==> config.mk <==
export PLATFORM = sky130hd
export DESIGN_NAME = frame_formatter_tx
export DESIGN_NICKNAME = d
export VERILOG_FILES = /design/src/rtl/frame_formatter_pkg.sv /design/src/rtl/frame_bit_counter.sv /design/src/rtl/frame_formatter_tx.sv
export SDC_FILE = /design/constraint.sdc
export NUM_CORES = 1
export LEC_CHECK = 0
export CAP_MARGIN = 20
export CORE_MARGIN = 10
export CORE_UTILIZATION = 55
export CTS_CLUSTER_DIAMETER = 100
export CTS_CLUSTER_SIZE = 14
export DETAILED_ROUTE_END_ITERATION = 8
export GPL_TIMING_DRIVEN = 0
export PLACE_DENSITY_LB_ADDON = 0.1
export SLEW_MARGIN = 25
export SYNTH_ARGS = -nofsm -noshare
export SYNTH_HDL_FRONTEND = slang
export SYNTH_SLANG_ARGS = --single-unit
==> constraint.sdc <==
create_clock -name clk -period 3.7 [get_ports clk]
set_input_delay 0.555 -clock clk [delete_from_list [all_inputs] [get_ports clk]]
set_output_delay 0.555 -clock clk [all_outputs]
set_load 0.02 [all_outputs]
==> src/rtl/frame_formatter_pkg.sv <==
// Shared types and widths for the bit-serial frame formatter (transmit side).
package frame_formatter_pkg;

    localparam int BITCNT_W = 5;
    localparam int WPF_W    = 16;

    typedef enum logic [1:0] {
        IDLE    = 2'b00,
        SYNC    = 2'b01,
        PAYLOAD = 2'b11
    } state_t;

    // Operations on the bit/word down-counter pair.
    typedef enum logic [1:0] {
        CNT_HOLD      = 2'b00,
        CNT_LOAD      = 2'b01,
        CNT_NEXT_WORD = 2'b10,
        CNT_DEC       = 2'b11
    } cnt_op_t;

endpackage

==> src/rtl/frame_bit_counter.sv <==
// Bit/word down-counter pair shared by the sync and payload phases.
// Flags report when the current bit or word counter has reached zero.
module frame_bit_counter
    import frame_formatter_pkg::*;
#(
    parameter int BIT_W  = BITCNT_W,
    parameter int WORD_W = WPF_W
) (
    input  logic              clk,
    input  logic              reset,
    input  cnt_op_t           op,
    input  logic [BIT_W-1:0]  bit_load,
    input  logic [WORD_W-1:0] word_load,
    output logic [BIT_W-1:0]  bit_cnt,
    output logic              bit_last,
    output logic              word_last
);

    logic [BIT_W-1:0]  bit_cnt_q,  bit_cnt_d;
    logic [WORD_W-1:0] word_cnt_q, word_cnt_d;

    // NOTE: every always_comb output gets a default first, so no path can infer a latch.
    always_comb begin
        bit_cnt_d  = bit_cnt_q;
        word_cnt_d = word_cnt_q;
        unique case (op)
            CNT_LOAD: begin
                bit_cnt_d  = bit_load;
                word_cnt_d = word_load;
            end
            CNT_NEXT_WORD: begin
                bit_cnt_d  = bit_load;
                word_cnt_d = word_cnt_q - WORD_W'(1);
            end
            CNT_DEC:  bit_cnt_d = bit_cnt_q - BIT_W'(1);
            default:  ;
        endcase
    end

    // NOTE: state flops use non-blocking assignments so all registers update from pre-edge values.
    always_ff @(posedge clk) begin
        if (reset) begin
            bit_cnt_q  <= '0;
            word_cnt_q <= '0;
        end else begin
            bit_cnt_q  <= bit_cnt_d;
            word_cnt_q <= word_cnt_d;
        end
    end

    assign bit_cnt   = bit_cnt_q;
    assign bit_last  = (bit_cnt_q == '0);
    assign word_last = (word_cnt_q == '0);

endmodule

==> src/rtl/frame_formatter_tx.sv <==
// Serial frame builder: MSB-first syncword then a payload pulled from upstream.
// Optional FRAMER_TX_INVERT_EN adds invertOut to complement bitOut for a whole frame.
module frame_formatter_tx
    import frame_formatter_pkg::BITCNT_W;
#(
    parameter int SW_MAX = 32,
    parameter int WPF_W  = 16
) (
    input  logic                clk,
    input  logic                reset,
    input  logic                clkEn,
    input  logic                enable,
    input  logic [SW_MAX-1:0]   syncword,
    input  logic [BITCNT_W-1:0] syncwordBits,
    input  logic [BITCNT_W-1:0] bitsPerWord,
    input  logic [WPF_W-1:0]    wordsPerFrame,
    input  logic                payloadBit,
`ifdef FRAMER_TX_INVERT_EN
    input  logic                invertOut,
`endif
    output logic                payloadReq,
    output logic                bitOut,
    output logic                syncActive,
    output logic                frameStart,
    output logic                wordEnd
);

    import frame_formatter_pkg::*;

    state_t              state_q, state_d;
    logic [SW_MAX-1:0]   sh_sync_q, sh_sync_d;
    logic [BITCNT_W-1:0] sh_sync_bits_q, sh_sync_bits_d;
    logic [BITCNT_W-1:0] sh_bpw_q, sh_bpw_d;
    logic [WPF_W-1:0]    sh_wpf_q, sh_wpf_d;
    logic                bit_out_q, bit_out_d;
    logic                sync_active_q, sync_active_d;
    logic                frame_start_q, frame_start_d;
    logic                word_end_q, word_end_d;
    logic                latch_cfg;
    logic                out_inv;

    cnt_op_t             cnt_op;
    logic [BITCNT_W-1:0] cnt_bit_load;
    logic [WPF_W-1:0]    cnt_word_load;
    logic [BITCNT_W-1:0] bit_cnt;
    logic                bit_last;
    logic                word_last;

    frame_bit_counter #(
        .BIT_W  (BITCNT_W),
        .WORD_W (WPF_W)
    ) u_counter (
        .clk       (clk),
        .reset     (reset),
        .op        (cnt_op),
        .bit_load  (cnt_bit_load),
        .word_load (cnt_word_load),
        .bit_cnt   (bit_cnt),
        .bit_last  (bit_last),
        .word_last (word_last)
    );

`ifdef FRAMER_TX_INVERT_EN
    logic inv_q, inv_d;

    always_comb begin
        inv_d = inv_q;
        if (latch_cfg) inv_d = invertOut;
    end

    always_ff @(posedge clk) begin
        if (reset) inv_q <= 1'b0;
        else       inv_q <= inv_d;
    end

    assign out_inv = inv_q;
`else
    assign out_inv = 1'b0;
`endif

    always_comb begin
        state_d       = state_q;
        bit_out_d     = bit_out_q;
        sync_active_d = sync_active_q;
        frame_start_d = 1'b0;
        word_end_d    = 1'b0;
        latch_cfg     = 1'b0;
        cnt_op        = CNT_HOLD;
        cnt_bit_load  = '0;
        cnt_word_load = '0;

        if (clkEn) begin
            unique case (state_q)
                IDLE: begin
                    bit_out_d     = 1'b0;
                    sync_active_d = 1'b0;
                    if (enable) begin
                        latch_cfg    = 1'b1;
                        cnt_op       = CNT_LOAD;
                        cnt_bit_load = syncwordBits;
                        state_d      = SYNC;
                    end
                end
                SYNC: begin
                    bit_out_d     = sh_sync_q[bit_cnt] ^ out_inv;
                    sync_active_d = 1'b1;
                    frame_start_d = (bit_cnt == sh_sync_bits_q);
                    if (bit_last) begin
                        cnt_op        = CNT_LOAD;
                        cnt_bit_load  = sh_bpw_q;
                        cnt_word_load = sh_wpf_q;
                        state_d       = PAYLOAD;
                    end else begin
                        cnt_op = CNT_DEC;
                    end
                end
                PAYLOAD: begin
                    bit_out_d     = payloadBit ^ out_inv;
                    sync_active_d = 1'b0;
                    if (bit_last) begin
                        word_end_d = 1'b1;
                        if (word_last && enable) begin
                            // Back-to-back frame: next sync bit follows with no gap.
                            latch_cfg    = 1'b1;
                            cnt_op       = CNT_LOAD;
                            cnt_bit_load = syncwordBits;
                            state_d      = SYNC;
                        end else if (word_last) begin
                            state_d = IDLE;
                        end else begin
                            cnt_op       = CNT_NEXT_WORD;
                            cnt_bit_load = sh_bpw_q;
                        end
                    end else begin
                        cnt_op = CNT_DEC;
                    end
                end
                default: state_d = IDLE;
            endcase
        end
    end

    // Shadow config only moves at a frame boundary so mid-frame input changes wait a frame.
    always_comb begin
        sh_sync_d      = sh_sync_q;
        sh_sync_bits_d = sh_sync_bits_q;
        sh_bpw_d       = sh_bpw_q;
        sh_wpf_d       = sh_wpf_q;
        if (latch_cfg) begin
            sh_sync_d      = syncword;
            sh_sync_bits_d = syncwordBits;
            sh_bpw_d       = bitsPerWord;
            sh_wpf_d       = wordsPerFrame;
        end
    end

    always_ff @(posedge clk) begin
        if (reset) begin
            state_q        <= IDLE;
            sh_sync_q      <= '0;
            sh_sync_bits_q <= '0;
            sh_bpw_q       <= '0;
            sh_wpf_q       <= '0;
            bit_out_q      <= 1'b0;
            sync_active_q  <= 1'b0;
            frame_start_q  <= 1'b0;
            word_end_q     <= 1'b0;
        end else begin
            state_q        <= state_d;
            sh_sync_q      <= sh_sync_d;
            sh_sync_bits_q <= sh_sync_bits_d;
            sh_bpw_q       <= sh_bpw_d;
            sh_wpf_q       <= sh_wpf_d;
            bit_out_q      <= bit_out_d;
            sync_active_q  <= sync_active_d;
            frame_start_q  <= frame_start_d;
            word_end_q     <= word_end_d;
        end
    end

    assign payloadReq = (state_q == PAYLOAD) & clkEn;
    assign bitOut     = bit_out_q;
    assign syncActive = sync_active_q;
    assign frameStart = frame_start_q;
    assign wordEnd    = word_end_q;

endmodule

* After elaboration in Yosys (flattened, before gate mapping)
Index checks and enable logic that the tools add are counted.
** Storage, ports and cells
- Input bits :: 63
- Output and inout bits :: 5
- Flip-flop bits (word level) :: 85
** Cells by class
- Bitwise logic cells :: 4
- $lt $le $gt $ge :: 1
- Multiplexer cells :: 35
- Reduce and logical (&&, ||, !) cells :: 15
- Equal/unequal tests :: 10
- Add/subtract/negate cells :: 2
** Operator list (count)
- 16-bit 2-to-1 mux :: 3
- 16-bit one-hot mux with 2 select lines :: 1
- 5-bit 2-to-1 mux :: 6
- 2-bit 2-to-1 mux :: 10
- 16-bit logical NOT :: 1
- 16-bit by 1-bit subtractor with 16-bit output, second input constant :: 1
- 5-bit one-hot mux with 3 select lines :: 1
- 2-bit one-hot mux with 3 select lines :: 2
- 5-bit one-hot mux with 2 select lines :: 1
- 1-bit 2-to-1 mux :: 7
- 2-bit == test, second input constant :: 3
- 5-bit by 6-bit less-than comparator with 1-bit output, second input constant :: 1
- 2-bit != test, second input constant :: 3
- 2-bit nonzero test :: 3
- 3-bit OR reduction :: 2
- 1-bit binary-select mux with 5-bit select :: 1
- 5-bit == test :: 1
- 5-bit logical NOT :: 1
- 5-bit AND reduction :: 1
- 5-bit by 1-bit subtractor with 5-bit output, second input constant :: 1
- 2-bit by 1-bit == test with 1-bit output, second input constant :: 2
- 1-bit one-hot mux with 2 select lines :: 2
- 2-bit AND reduction :: 2
- 2-bit OR reduction :: 2
- other kinds (7) :: 9

* Depth between registers and ports, before layout
Gate-level depths: netlist of the first run.
- Depth after elaboration :: 9
- Mapped depth :: 14

* Hierarchy
From an unflattened synthesis of the first run, not the netlist that was laid out.
** Second synthesis, totals
- Cells, all modules :: 521
- Area total of the unflattened synthesis :: 4215.3 µm²
** Modules (own cells, without submodules)
- frame_formatter_tx :: cells an instance 347, instances 1, area an instance 2850.2 µm², sequential area each 1281.2 µm²
- frame_bit_counter :: cells an instance 174, instances 1, area an instance 1365.1 µm², sequential area each 420.4 µm²

* Worst setup path before layout of the first run
OpenSTA, ideal clock, no wires.
- Path kind :: reg-to-reg
- Start point :: register u_counter.bit_cnt_q[1] (netlist: u_counter.bit_cnt[1])
- End point :: register u_counter.bit_cnt_q[4] (netlist: u_counter.bit_cnt[4])
- Path buffers :: 3
- Period minus slack after synthesis :: 3.420 ns
- Data required time :: 3.626 ns
- Path slack :: 0.280 ns
- Stages on the path, launching flop included :: 15
- Arrival time :: 3.346 ns
- Cells stage by stage :: dfxtp_1 clkbuf_1 buf_1 inv_1 ha_1 or4b_2 a21o_1 a221o_1 and2_1 ha_1 buf_1 nor2_1 inv_1 a221o_1 a31oi_1
** On the way
- Cells in the longest elaborated chain, start to end :: 7
** RTL lines
- start: declaration :: RTL line frame_bit_counter.sv:19 : logic [BIT_W-1:0] bit_cnt_q, bit_cnt_d;
- start signal: assignment :: RTL line frame_bit_counter.sv:46 : bit_cnt_q <= bit_cnt_d;
- 5-bit logical NOT :: RTL line frame_bit_counter.sv:52 : assign bit_last = (bit_cnt_q == '0);
- 2-bit 2-to-1 mux, on equally long branches :: RTL line frame_formatter_tx.sv:120, frame_formatter_tx.sv:108
- 2-bit one-hot mux with 3 select lines :: RTL line frame_formatter_tx.sv:93 : unique case (state_q)
- 2-bit 2-to-1 mux :: RTL line frame_formatter_tx.sv:92 : if (clkEn) begin
- 2-bit by 1-bit == test with 1-bit output / 2-bit == test (equally long branches) :: RTL line frame_bit_counter.sv:26 : unique case (op)
- 2-bit OR reduction (no source line)
- 5-bit one-hot mux with 2 select lines / 2-bit nonzero test (equally long branches)
Parallel ways exist; a longest one is shown, timed or not.
A chain may end at the register's enable or synchronous reset.

* Final worst setup path of the first run
- Start point :: register u_counter.word_cnt_q[0]
- End point :: register u_counter.word_cnt_q[11]
** On the way
- Cells in the longest elaborated chain, start to end :: 8
** RTL lines
- start: declaration :: RTL line frame_bit_counter.sv:20 : logic [WORD_W-1:0] word_cnt_q, word_cnt_d;
- start signal: assignment :: RTL line frame_bit_counter.sv:47 : word_cnt_q <= word_cnt_d;
- 16-bit logical NOT :: RTL line frame_bit_counter.sv:53 : assign word_last = (word_cnt_q == '0);
- 2-bit 2-to-1 mux / 1-bit logical AND (equally long branches) :: RTL line frame_formatter_tx.sv:128, frame_formatter_tx.sv:122
- 2-bit 2-to-1 mux :: RTL line frame_formatter_tx.sv:122 : if (word_last && enable) begin
- 2-bit 2-to-1 mux :: RTL line frame_formatter_tx.sv:120 : if (bit_last) begin
- 2-bit one-hot mux with 3 select lines :: RTL line frame_formatter_tx.sv:93
- 2-bit 2-to-1 mux :: RTL line frame_formatter_tx.sv:92
- 2-bit == test / 2-bit by 1-bit == test with 1-bit output (equally long branches) :: RTL line frame_bit_counter.sv:26
- 16-bit one-hot mux with 2 select lines / 2-bit nonzero test (equally long branches)
Parallel ways exist; a longest one is shown, timed or not.

==> results of run 1 <==
-- metrics by stage --
| step | setup slack, ps | TNS, ps | cell area (um^2) | hold slack [ps] | util (%) |
|---|---|---|---|---|---|
| CTS | 28.6 | 0 | 5790 | 462 | 67.4 |
| detailed placement | -331 | -4450 | 5590 | 450 | 65.0 |
| global placement | -222 | -3000 | 5590 | 444 | 65.0 |
| global route | -11.0 | -29.0 | 5790 | 470 | 67.3 |
| floorplan | 280 | 0 | 4800 | 429 | - |
| finish | 187 | 0 | 5790 | 458 | 67.3 |
-- cell families after synthesis --
kind of cell | Yosys count
buffers and inverters | 55
adder cells (fa/ha/maj) | 10
multiplexers | 73
AND/OR/NAND/NOR | 212
AO/OA/AOI/OAI | 82
flip-flops | 85
XOR/XNOR | 12
-- per-layer routing --
layer	global-route usage [%]	share of wire (%)	routed length (um)	vias up
met3	4.30	5.7	691	19
li1	-	-	-	1997
met5	0	0	0	-
met2	31.0	49	5890	133
met4	5.84	1.4	174	0
met1	22.9	44	5280	1885
-- cells in the mapped netlist, drive strengths merged (3+ instances only) --
master | instances | share of area [%]
nand2b | 118 | 15
dfxtp | 85 | 35
mux2i | 67 | 14
clkbuf | 29 | 2.3
a21oi | 23 | 2.4
nor2 | 21 | 1.6
inv | 16 | 1.3
nand2 | 15 | 1.2
nor3 | 12 | 1.3
o21ai | 12 | 1.3
buf | 10 | 2.0
ha | 10 | 2.6
a31oi | 9 | 1.2
and3 | 9 | 1.2
a211oi | 8 | 1.3
xnor2 | 7 | 1.3
mux4 | 6 | 2.8
nand3 | 6 | 0.63
nor4 | 6 | 1.1
a221oi | 5 | 0.91
xor2 | 5 | 0.91
or3 | 4 | 0.52
or4 | 4 | 0.63
a22oi | 3 | 0.47
and2 | 3 | 0.39
nor2b | 3 | 0.39
o22ai | 3 | 0.39
o31ai | 3 | 0.47
-- registers in the layout, summed over array words and instances (netlist names) --
signal	cells
frameStart	1
bitOut	1
state_q	2
wordEnd	1
sh_sync_bits_q	5
u_counter.word_cnt_q	16
sh_sync_q	32
u_counter.bit_cnt	5
syncActive	1
sh_wpf_q	16
sh_bpw_q	5
-- power by group through the flow --
stage	clock [uW]	combinational (uW)	sequential [uW]
3_3_place_gp	0	1510	1210
5_1_grt	699	1710	1260
2_1_floorplan	0	1190	1190
4_1_cts	659	1570	1200
3_5_place_dp	0	1540	1220
6_report	658	1560	1230
-- final timing paths --
path                                         startpoint                        to  slack (ps)
worst max-delay path            u_counter.word_cnt_q[0]  u_counter.word_cnt_q[11]         190
worst min-delay path                         syncActive                syncActive         460
worst max register to register  u_counter.word_cnt_q[0]  u_counter.word_cnt_q[11]         190
worst min register to register               syncActive                syncActive         460
-- cell type report --
class	count	share of cell area, %
Clock buffer	10	2.38
Clock inverter	4	0.865
Multi-Input combinational cell	389	49.2
Sequential cell	85	29.4
Timing Repair Buffer	65	11.2
Tap cell	108	2.34
Buffer	36	3.50
Inverter	16	1.04
-- critical path, stage by stage, from the launching register on --
cell and delay [ps]:
sky130_fd_sc_hd__dfxtp_1 370, sky130_fd_sc_hd__inv_1 80, sky130_fd_sc_hd__ha_1 230, sky130_fd_sc_hd__or4b_1 440
sky130_fd_sc_hd__clkbuf_1 200, sky130_fd_sc_hd__nor4_4 350, sky130_fd_sc_hd__a21o_1 170, sky130_fd_sc_hd__a221o_1 150
sky130_fd_sc_hd__nand2_1 90, sky130_fd_sc_hd__ha_2 270, sky130_fd_sc_hd__nor3_2 600, sky130_fd_sc_hd__and3_1 290
sky130_fd_sc_hd__a21oi_1 60, sky130_fd_sc_hd__o22ai_1 150
-- placed cells by master, fill, tap and decap left out, types with 3 or more instances in the layout --
master,count
sky130_fd_sc_hd__nand2b_1,118
sky130_fd_sc_hd__dfxtp_1,85
sky130_fd_sc_hd__mux2i_1,67
sky130_fd_sc_hd__clkdlybuf4s50_1,65
sky130_fd_sc_hd__clkbuf_1,24
sky130_fd_sc_hd__a21oi_1,23
sky130_fd_sc_hd__nor2_1,20
sky130_fd_sc_hd__inv_1,15
sky130_fd_sc_hd__nand2_1,15
sky130_fd_sc_hd__o21ai_0,12
sky130_fd_sc_hd__nor3_1,11
sky130_fd_sc_hd__clkbuf_8,10
sky130_fd_sc_hd__a31oi_1,9
sky130_fd_sc_hd__and3_1,9
sky130_fd_sc_hd__ha_1,9
sky130_fd_sc_hd__a211oi_1,8
sky130_fd_sc_hd__xnor2_1,7
sky130_fd_sc_hd__mux4_2,6
sky130_fd_sc_hd__nand3_1,6
sky130_fd_sc_hd__buf_4,5
sky130_fd_sc_hd__nor4_1,5
sky130_fd_sc_hd__a221oi_1,5
sky130_fd_sc_hd__xor2_1,5
sky130_fd_sc_hd__or4_1,4
sky130_fd_sc_hd__or3_1,4
sky130_fd_sc_hd__nor2b_1,3
sky130_fd_sc_hd__and2_1,3
sky130_fd_sc_hd__clkbuf_2,3
sky130_fd_sc_hd__a22oi_1,3
sky130_fd_sc_hd__o31ai_1,3
sky130_fd_sc_hd__o22ai_1,3
-- repair_timing --
item,CTS,global route
resized for setup,7,5
endpoints found under the hold margin,0,0
setup endpoints to repair,21,21
==> results.py, run 1 <==
metrics = {
    "run_status": {
        "status": "complete, no violations",
    },
    "clocking": {
        "clock_tree_from_tritoncts": "built",
        "numClockSinks": 85,
        "cts_post_setup_buffers_inserted": 0,
        "ctsHoldBuffers": 0,
        "clk_latency_ps": 360,
        "path_clk_slew_ps": 90,
        "cts-buffers-inserted": 9,
        "cts_max_level": 3,
        "buffers_from_clock_root_to_sink_at_most": 2,
        "root_buffer": "sky130_fd_sc_hd__clkbuf_8",
    },
    "synthesis": {
        "synth_edf_count": 0,
        "synthFlopType": "sky130_fd_sc_hd__dfxtp_1",
        "synth_compound_gate_area_share_pct": 11.2,
        "synth-seq-cells": 85,
        "seq_area_frac_synth_pct": 35.4,
        "synth_fa_ha_area_share_pct": 2.61,
        "synth_async_sr_flop_share_pct": 0,
        "syn-mean-instance-area_um2": 9.08,
        "synthMuxAreaShare_pct": 16.8,
        "synth_simple_gate_area_share_pct": 26.2,
        "synth_xor_xnor_area_share_pct": 2.19,
        "netlist_area_um2": 4800,
        "mappedNetlistNets": 602,
        "synth.yosys.warnings": 0,
        "ys_types": 54,
        "syn-instance-count": 529,
        "synth_top_family_by_area": "simple AND/OR/NAND/NOR gates",
    },
    "power_and_ir_drop": {
        "cellPowerDensity_nw_per_um2": 596,
        "total_power_of_the_final_layout_uw": 3450,
        "netSwitchingPower_uw": 1350,
        "vdd.ir_drop.worst_mv": 0.264,
        "total_leakage_power_uw": 0.00209,
        "cell_internal_pwr_uw": 2100,
        "share_comb_of_total_power_pct": 45.2,
        "clock_power_share_pct": 19.1,
        "swShare_pct": 39.2,
        "share_seq_of_total_power_pct": 35.7,
    },
    "floorplanning": {
        "core_area_um2": 8590,
        "num_io_pins": 68,
        "start_util_pct": 55.9,
        "floorplan.die.height_um": 113,
        "die-area_um2": 12900,
        "std_cell_rows": 34,
        "fp.dieW_um": 113,
    },
    "timing": {
        "period_needed_ps": 3510,
        "setup_violations": 0,
        "layout_worst_path_cycle_share_pct": 94.9,
        "rsz0062_at_grt": "true",
        "slew_viol_final": 0,
        "timing.slew.headroom_pct": 54.1,
        "maxClockFrequency_mhz": 285,
        "finalClockSkew_ps": 10.6,
        "final-hold-violation-count": 0,
        "tightestPinTransition_ps": 685,
    },
    "layout": {
        "drive_gt1_share_pct": 6.61,
        "area_growth_pct": 20.5,
        "multiInputGateArea_um2": 2850,
        "area.sequential_um2": 1700,
        "finalNetCount": 675,
        "finish.cell_count_without_fillers": 713,
        "fillers": 707,
        "insertedDiodeCount": 0,
    },
    "route": {
        "remaining_drc_errors": 0,
        "routed_wire_length_per_instance_um": 16.9,
        "num_vias": 4034,
        "vias_per_cell": 5.66,
        "antenna_left": 0,
        "finalWirelength_mm": 12.0,
        "initialDrtViolationCount": 277,
        "drtPass1Iterations": 5,
    },
    "worst_setup_path": {
        "critPathLaunchType": "register",
        "worstSetupEndpointType": "register",
        "cp_data_arrival_time_ps": 3790,
        "critical_path_required_ps": 3980,
        "top_fanout_value_on_the_critical_path": 10,
        "timing_worst_setup_path_type": "reg -> reg",
        "worstRegToRegCells": 13,
    },
    "global_routing": {
        "grt_max_degree": 14,
        "gr-usage-all-layers_pct": 18.5,
        "first_global_vias": 4122,
        "total_congestion_overflow": 0,
        "grt_first_pass_wirelength_mm": 19.9,
        "antenna_found_initial": 0,
    },
    "worst_hold_path": {
        "hold-path-cell-count": 2,
        "worst_hold_path_type": "reg -> reg",
    },
    "placed_design": {
        "post-dp-hpwl_mm": 9.01,
        "placedCellCount": 702,
        "finalWeightedCongestion": 0.893,
        "portBuffers": 65,
    },
    "flow_run": {
        "max_capacitance_violation_count": 0,
    },
}
Power figures use the tool's default switching activity.
==> inputs of run 2 (changes only) <==
Settings changed: MAX_ROUTING_LAYER set to met4.
Clock period 3.7 ns to 4 ns, I/O delays scaled along.
==> results.py, run 2 (synthesis gave the netlist of run 1 again) <==
metrics = {
    "route": {
        "routed_wire_length_per_instance_um": 16.7,
        "initialDrtViolationCount": 348,
        "drtPass1Iterations": 7,
        "antenna_left": 0,
        "remaining_drc_errors": 0,
        "vias_per_cell": 5.69,
        "num_vias": 4084,
        "finalWirelength_mm": 12.0,
    },
    "global_routing": {
        "first_global_vias": 4064,
        "grt_first_pass_wirelength_mm": 19.7,
        "antenna_found_initial": 0,
        "gr-usage-all-layers_pct": 18.7,
        "grt_max_degree": 15,
        "total_congestion_overflow": 0,
    },
    "clocking": {
        "cts-buffers-inserted": 9,
        "cts_max_level": 3,
        "clk_latency_ps": 360,
        "clock_tree_from_tritoncts": "built",
        "path_clk_slew_ps": 90,
        "numClockSinks": 85,
        "root_buffer": "sky130_fd_sc_hd__clkbuf_8",
        "ctsHoldBuffers": 0,
        "buffers_from_clock_root_to_sink_at_most": 2,
        "cts_post_setup_buffers_inserted": 0,
    },
    "worst_hold_path": {
        "hold-path-cell-count": 2,
        "min_delay_worst_endpoint": "syncActive",
        "worst_hold_path_type": "reg -> reg",
        "min-delay-start": "syncActive",
    },
    "timing": {
        "final-hold-violation-count": 0,
        "finalClockSkew_ps": 13.9,
        "maxClockFrequency_mhz": 266,
        "tightestPinTransition_ps": 688,
        "slew_viol_final": 0,
        "timing.slew.headroom_pct": 54.1,
        "rsz0062_at_grt": "false",
        "layout_worst_path_cycle_share_pct": 93.9,
        "period_needed_ps": 3760,
        "setup_violations": 0,
    },
    "floorplanning": {
        "start_util_pct": 55.9,
        "fp.dieW_um": 113,
        "num_io_pins": 68,
        "die-area_um2": 12900,
        "core_area_um2": 8590,
        "floorplan.die.height_um": 113,
        "std_cell_rows": 34,
    },
    "worst_setup_path": {
        "top_fanout_value_on_the_critical_path": 10,
        "crit-reg2reg-launch": "u_counter.bit_cnt[1]",
        "reg2reg_end": "u_counter.bit_cnt[3]",
        "worst_path_buffer_plus_inverter_count": 4,
        "cp_data_arrival_time_ps": 3990,
        "path_cells": "clkbuf_1 -> buf_2 -> inv_1 -> ha_1 -> or4b_2 -> a21o_1 -> a221o_1 -> and2_1 -> ha_1 -> buf_1 -> nor2_4 -> a211oi_1 -> a2111oi_0",
        "worstRegToRegCells": 13,
        "r2r_setup_slk_ps": 240,
        "crit_path_top_delay_cell": "sky130_fd_sc_hd__or4b_2",
        "crit_path_frequent_cell": "sky130_fd_sc_hd__ha_1",
        "timing.critical_path.slowest_cell_delay_ps": 670,
        "worstSetupEndpointType": "register",
        "timing_worst_setup_path_type": "reg -> reg",
        "crit_family": "simple AND/OR/NAND/NOR gates",
        "critPathLaunchType": "register",
        "critical_path_required_ps": 4240,
    },
    "layout": {
        "layout_commonest_cell": "sky130_fd_sc_hd__nand2b_1",
        "drive_gt1_share_pct": 6.23,
        "insertedDiodeCount": 0,
        "finalNetCount": 678,
        "largest-register": "sh_sync_q",
        "area_growth_pct": 22.2,
        "reg_top3": "sh_sync_q x32, sh_wpf_q x16, u_counter.word_cnt_q x16",
        "largest_register_ff_count": 32,
        "fillers": 706,
        "layout.cell_area.non_filler_um2": 5860,
        "most-common-layout-cells": "sky130_fd_sc_hd__nand2b_1, sky130_fd_sc_hd__dfxtp_1, sky130_fd_sc_hd__mux2i_1",
    },
    "flow_run": {
        "max_capacitance_violation_count": 0,
    },
    "power_and_ir_drop": {
        "vdd.ir_drop.worst_mv": 0.251,
        "cellPowerDensity_nw_per_um2": 578,
        "total_power_of_the_final_layout_uw": 3390,
        "total_leakage_power_uw": 0.00212,
    },
    "placed_design": {
        "post-dp-hpwl_mm": 8.95,
        "placement.cell_area_um2": 5590,
        "portBuffers": 65,
        "finalWeightedCongestion": 0.907,
    },
    "run_status": {
        "status": "complete, no violations",
    },
}
run 2: where the power goes:
part | internal [uW] | switching, uW | leakage, uW | total, uW
clock network | 478 | 317 | 0.000123 | 796
registers | 1000 | 115 | 0.000692 | 1110
logic | 641 | 838 | 0.00131 | 1480
run 2: worst max-delay path by stage:
stage	from	end	slack (ps)	cells after the start
finish	u_counter.bit_cnt[1]	u_counter.bit_cnt[3]	240	13
floorplan	u_counter.bit_cnt[1]	u_counter.bit_cnt[4]	580	14
global placement	u_counter.bit_cnt[1]	u_counter.word_cnt_q[14]	70	13
global route	u_counter.bit_cnt[1]	u_counter.word_cnt_q[7]	5	14
CTS	u_counter.bit_cnt[0]	u_counter.bit_cnt[3]	150	12
detailed placement	u_counter.bit_cnt[1]	u_counter.word_cnt_q[13]	-40	13
run 2: repair_timing:
action,CTS,global route
pin swaps,0,0
endpoints found under the setup margin,7,7
resized for setup,2,5
run 2: tightest hold or removal path: cells and delay by family (launching register included):
family / cells / cell delay [ps]
AO/OA/AOI/OAI: 1 / 60
flip-flops: 1 / 320
AND/OR/NAND/NOR: 1 / 50
run 2: layout make-up:
cell class	instances	area [um^2]	share of cell area, %
clock inverter	6	135	2.30
sequential	85	1700	29.0
inverter	16	60.1	1.02
buffer	39	209	3.56
tap	108	135	2.30
multi-input combinational	389	2850	48.5
clock buffer	10	128	2.18
timing repair buffer	65	651	11.1
run 2: layer usage:
metal  GRT usage (%)  part of all wire (%)  wire length (um)  up-vias
li1                -                     -                 -     2009
met4            5.92                   2.2               265        0
met2            31.2                    49              5860      145
met5               -                     0                 0        -
met1            22.0                    44              5240     1906
met3            4.09                   5.4               653       24
run 2: per-stage QoR:
stage	util (%)	std cells	setup slack [ps]	setup TNS, ps	hold slack (ps)
final	68.2	718	244	0	477
after global routing	68.2	718	4.95	0	497
after CTS	68.1	718	151	0	480
after detailed placement	65.0	702	-42.2	-66.5	464
after global placement	65.0	702	68.3	0	444
after floorplan	-	529	580	0	429
==> variant: new RTL, config.mk and constraints of run 2 <==
The 3 states of `state_t` get a one-hot encoding in 3 bits.
--- a/src/rtl/frame_formatter_pkg.sv
+++ b/src/rtl/frame_formatter_pkg.sv
@@ -4,10 +4,10 @@
     localparam int BITCNT_W = 5;
     localparam int WPF_W    = 16;
 
-    typedef enum logic [1:0] {
-        IDLE    = 2'b00,
-        SYNC    = 2'b01,
-        PAYLOAD = 2'b11
+    typedef enum logic [2:0] {
+        IDLE    = 3'b001,
+        SYNC    = 3'b010,
+        PAYLOAD = 3'b100
     } state_t;
 
     // Operations on the bit/word down-counter pair.
Formal check against the unedited RTL: same outputs for any inputs over 4 cycles, from zero or initial values and one cycle with reset high; so few cycles prove little.
==> variant against run 2 <==
- hold slack improved by 0.0012 ns
- largest cell class unchanged
- final area rose by 1.5%
- setup slack improved by 0.061 ns
- global-route usage up 1.2 points
- non-clock buffer count rose by 5
- area after synthesis is 3.5% higher
- wire length increased by 6.9%
- sequential cell count increased by 1
Power is not compared: it rests on default switching activity, and its combinational part moved more than twofold at a synthesized area within 25%.
==> variant: results (changes against run 2) <==
status: "complete, no violations"
skew_ns: 0.0103  # -0.00364 ns
layout.area.seq_sq_um: 1720  # +1.2%
ys_seq_area_frac: 0.347  # -0.00793
crit_path_end: "u_counter.word_cnt_q[14]$_SDFFE_PP0P_"
synth_cell_types: 65  # +20%
grt.total_usage: 0.199  # +0.0122
synthAdderAreaFrac: 0.0151  # -0.0110
crit_arrival_ns: 3.98  # about the same
synth-compound-area-share: 0.126  # +0.0136
nFillCells: 763  # +8.1%
dieWidth_um: 115  # +1.4%
nNonClkBuffers: 109  # +4.8%
port-buffer-count: 66  # +1.5%
via_count: 4282  # +4.8%
first_pass_iters: 5  # -2
n_all_inverters: 14  # -2
multi_input_gates: 405  # +4.1%
fin_nets: 694  # +2.4%
fin_hold_ws_ns: 0.479  # +0.00121 ns
avgSynthCellArea_sq_um: 9.07  # about the same
placed_area_sq_um: 5760  # +3.2%
multi_input_area_sq_um: 2970  # +4.5%
grt_pass1_wl_um: 21100  # +7.1%
crit_start: "u_counter.bit_cnt[0]$_SDFFE_PP0P_"
dr.first_iter.drc_count: 229  # -34%
drive_above_1_share: 0.0748  # +0.0125
holdCritStartpoint: "sh_wpf_q[11]$_SDFFE_PP0P_"
layout.cells.non_filler: 736  # +2.5%
dp_hpwl_um: 9730  # +8.7%
synthTopCellsByArea: "dfxtp_1 (35%), nand2b_1 (16%), mux2i_1 (12%)"
syn_nets: 617  # +2.5%
period_share: 0.924  # -0.0153
flops_and_latches: 86  # +1.2%
## variant: cell count changes after synthesis, sizes merged, moves of 5 or more
cell / delta
o21ai: +7
mux2i: -6
nand2b: +6
nor3: +5
## variant: per-layer routing
| layer | up-vias | GRT usage | part of all wire |
|---|---|---|---|
| met5 | - | - | 0 |
| met4 | 0 | 0.0693 | 0.016 |
| met3 | 20 | 0.0245 | 0.043 |
| met2 | 126 | 0.329 | 0.50 |
| met1 | 2052 | 0.246 | 0.45 |
| li1 | 2084 | - | - |
## variant: kinds of logic (layout without fill, tap and decap cells)
| logic type | Yosys count | after routing |
|---|---|---|
| xor gates and xnor gates | 11 | 11 |
| and+or+nand+nor | 227 | 227 |
| muxes | 69 | 69 |
| AOI/OAI and AO/OA | 92 | 92 |
| DFF | 86 | 86 |
| adders and majority gates | 6 | 6 |
| buffers and inverters | 57 | 137 |
## variant: what timing repair did
item | 4_1_cts | 5_1_grt
hold buffers | 0 | 0
setup buffers | 0 | 0
resized for setup | 0 | 1
endpoints found under the setup margin | 0 | 7
## variant: worst max-delay path, stage by stage (launching register included)
cell and delay [ns]:
dfxtp_1 0.31, clkbuf_1 0.27, inv_1 0.20, ha_1 0.18, or4b_4 0.50, o21ai_0 0.17
o22ai_1 0.12, nor3b_1 0.19, ha_1 0.24, clkbuf_1 0.27, nor3_1 0.70, and2_1 0.24
o21ai_0 0.08, a21oi_1 0.16
## variant: power breakdown
part / internal, uW / total [uW] / switching [uW]
Sequential: 895 / 921 / 26.1
Combinational: 191 / 366 / 175
Clock: 284 / 606 / 322
Total: 1370 / 1890 / 524
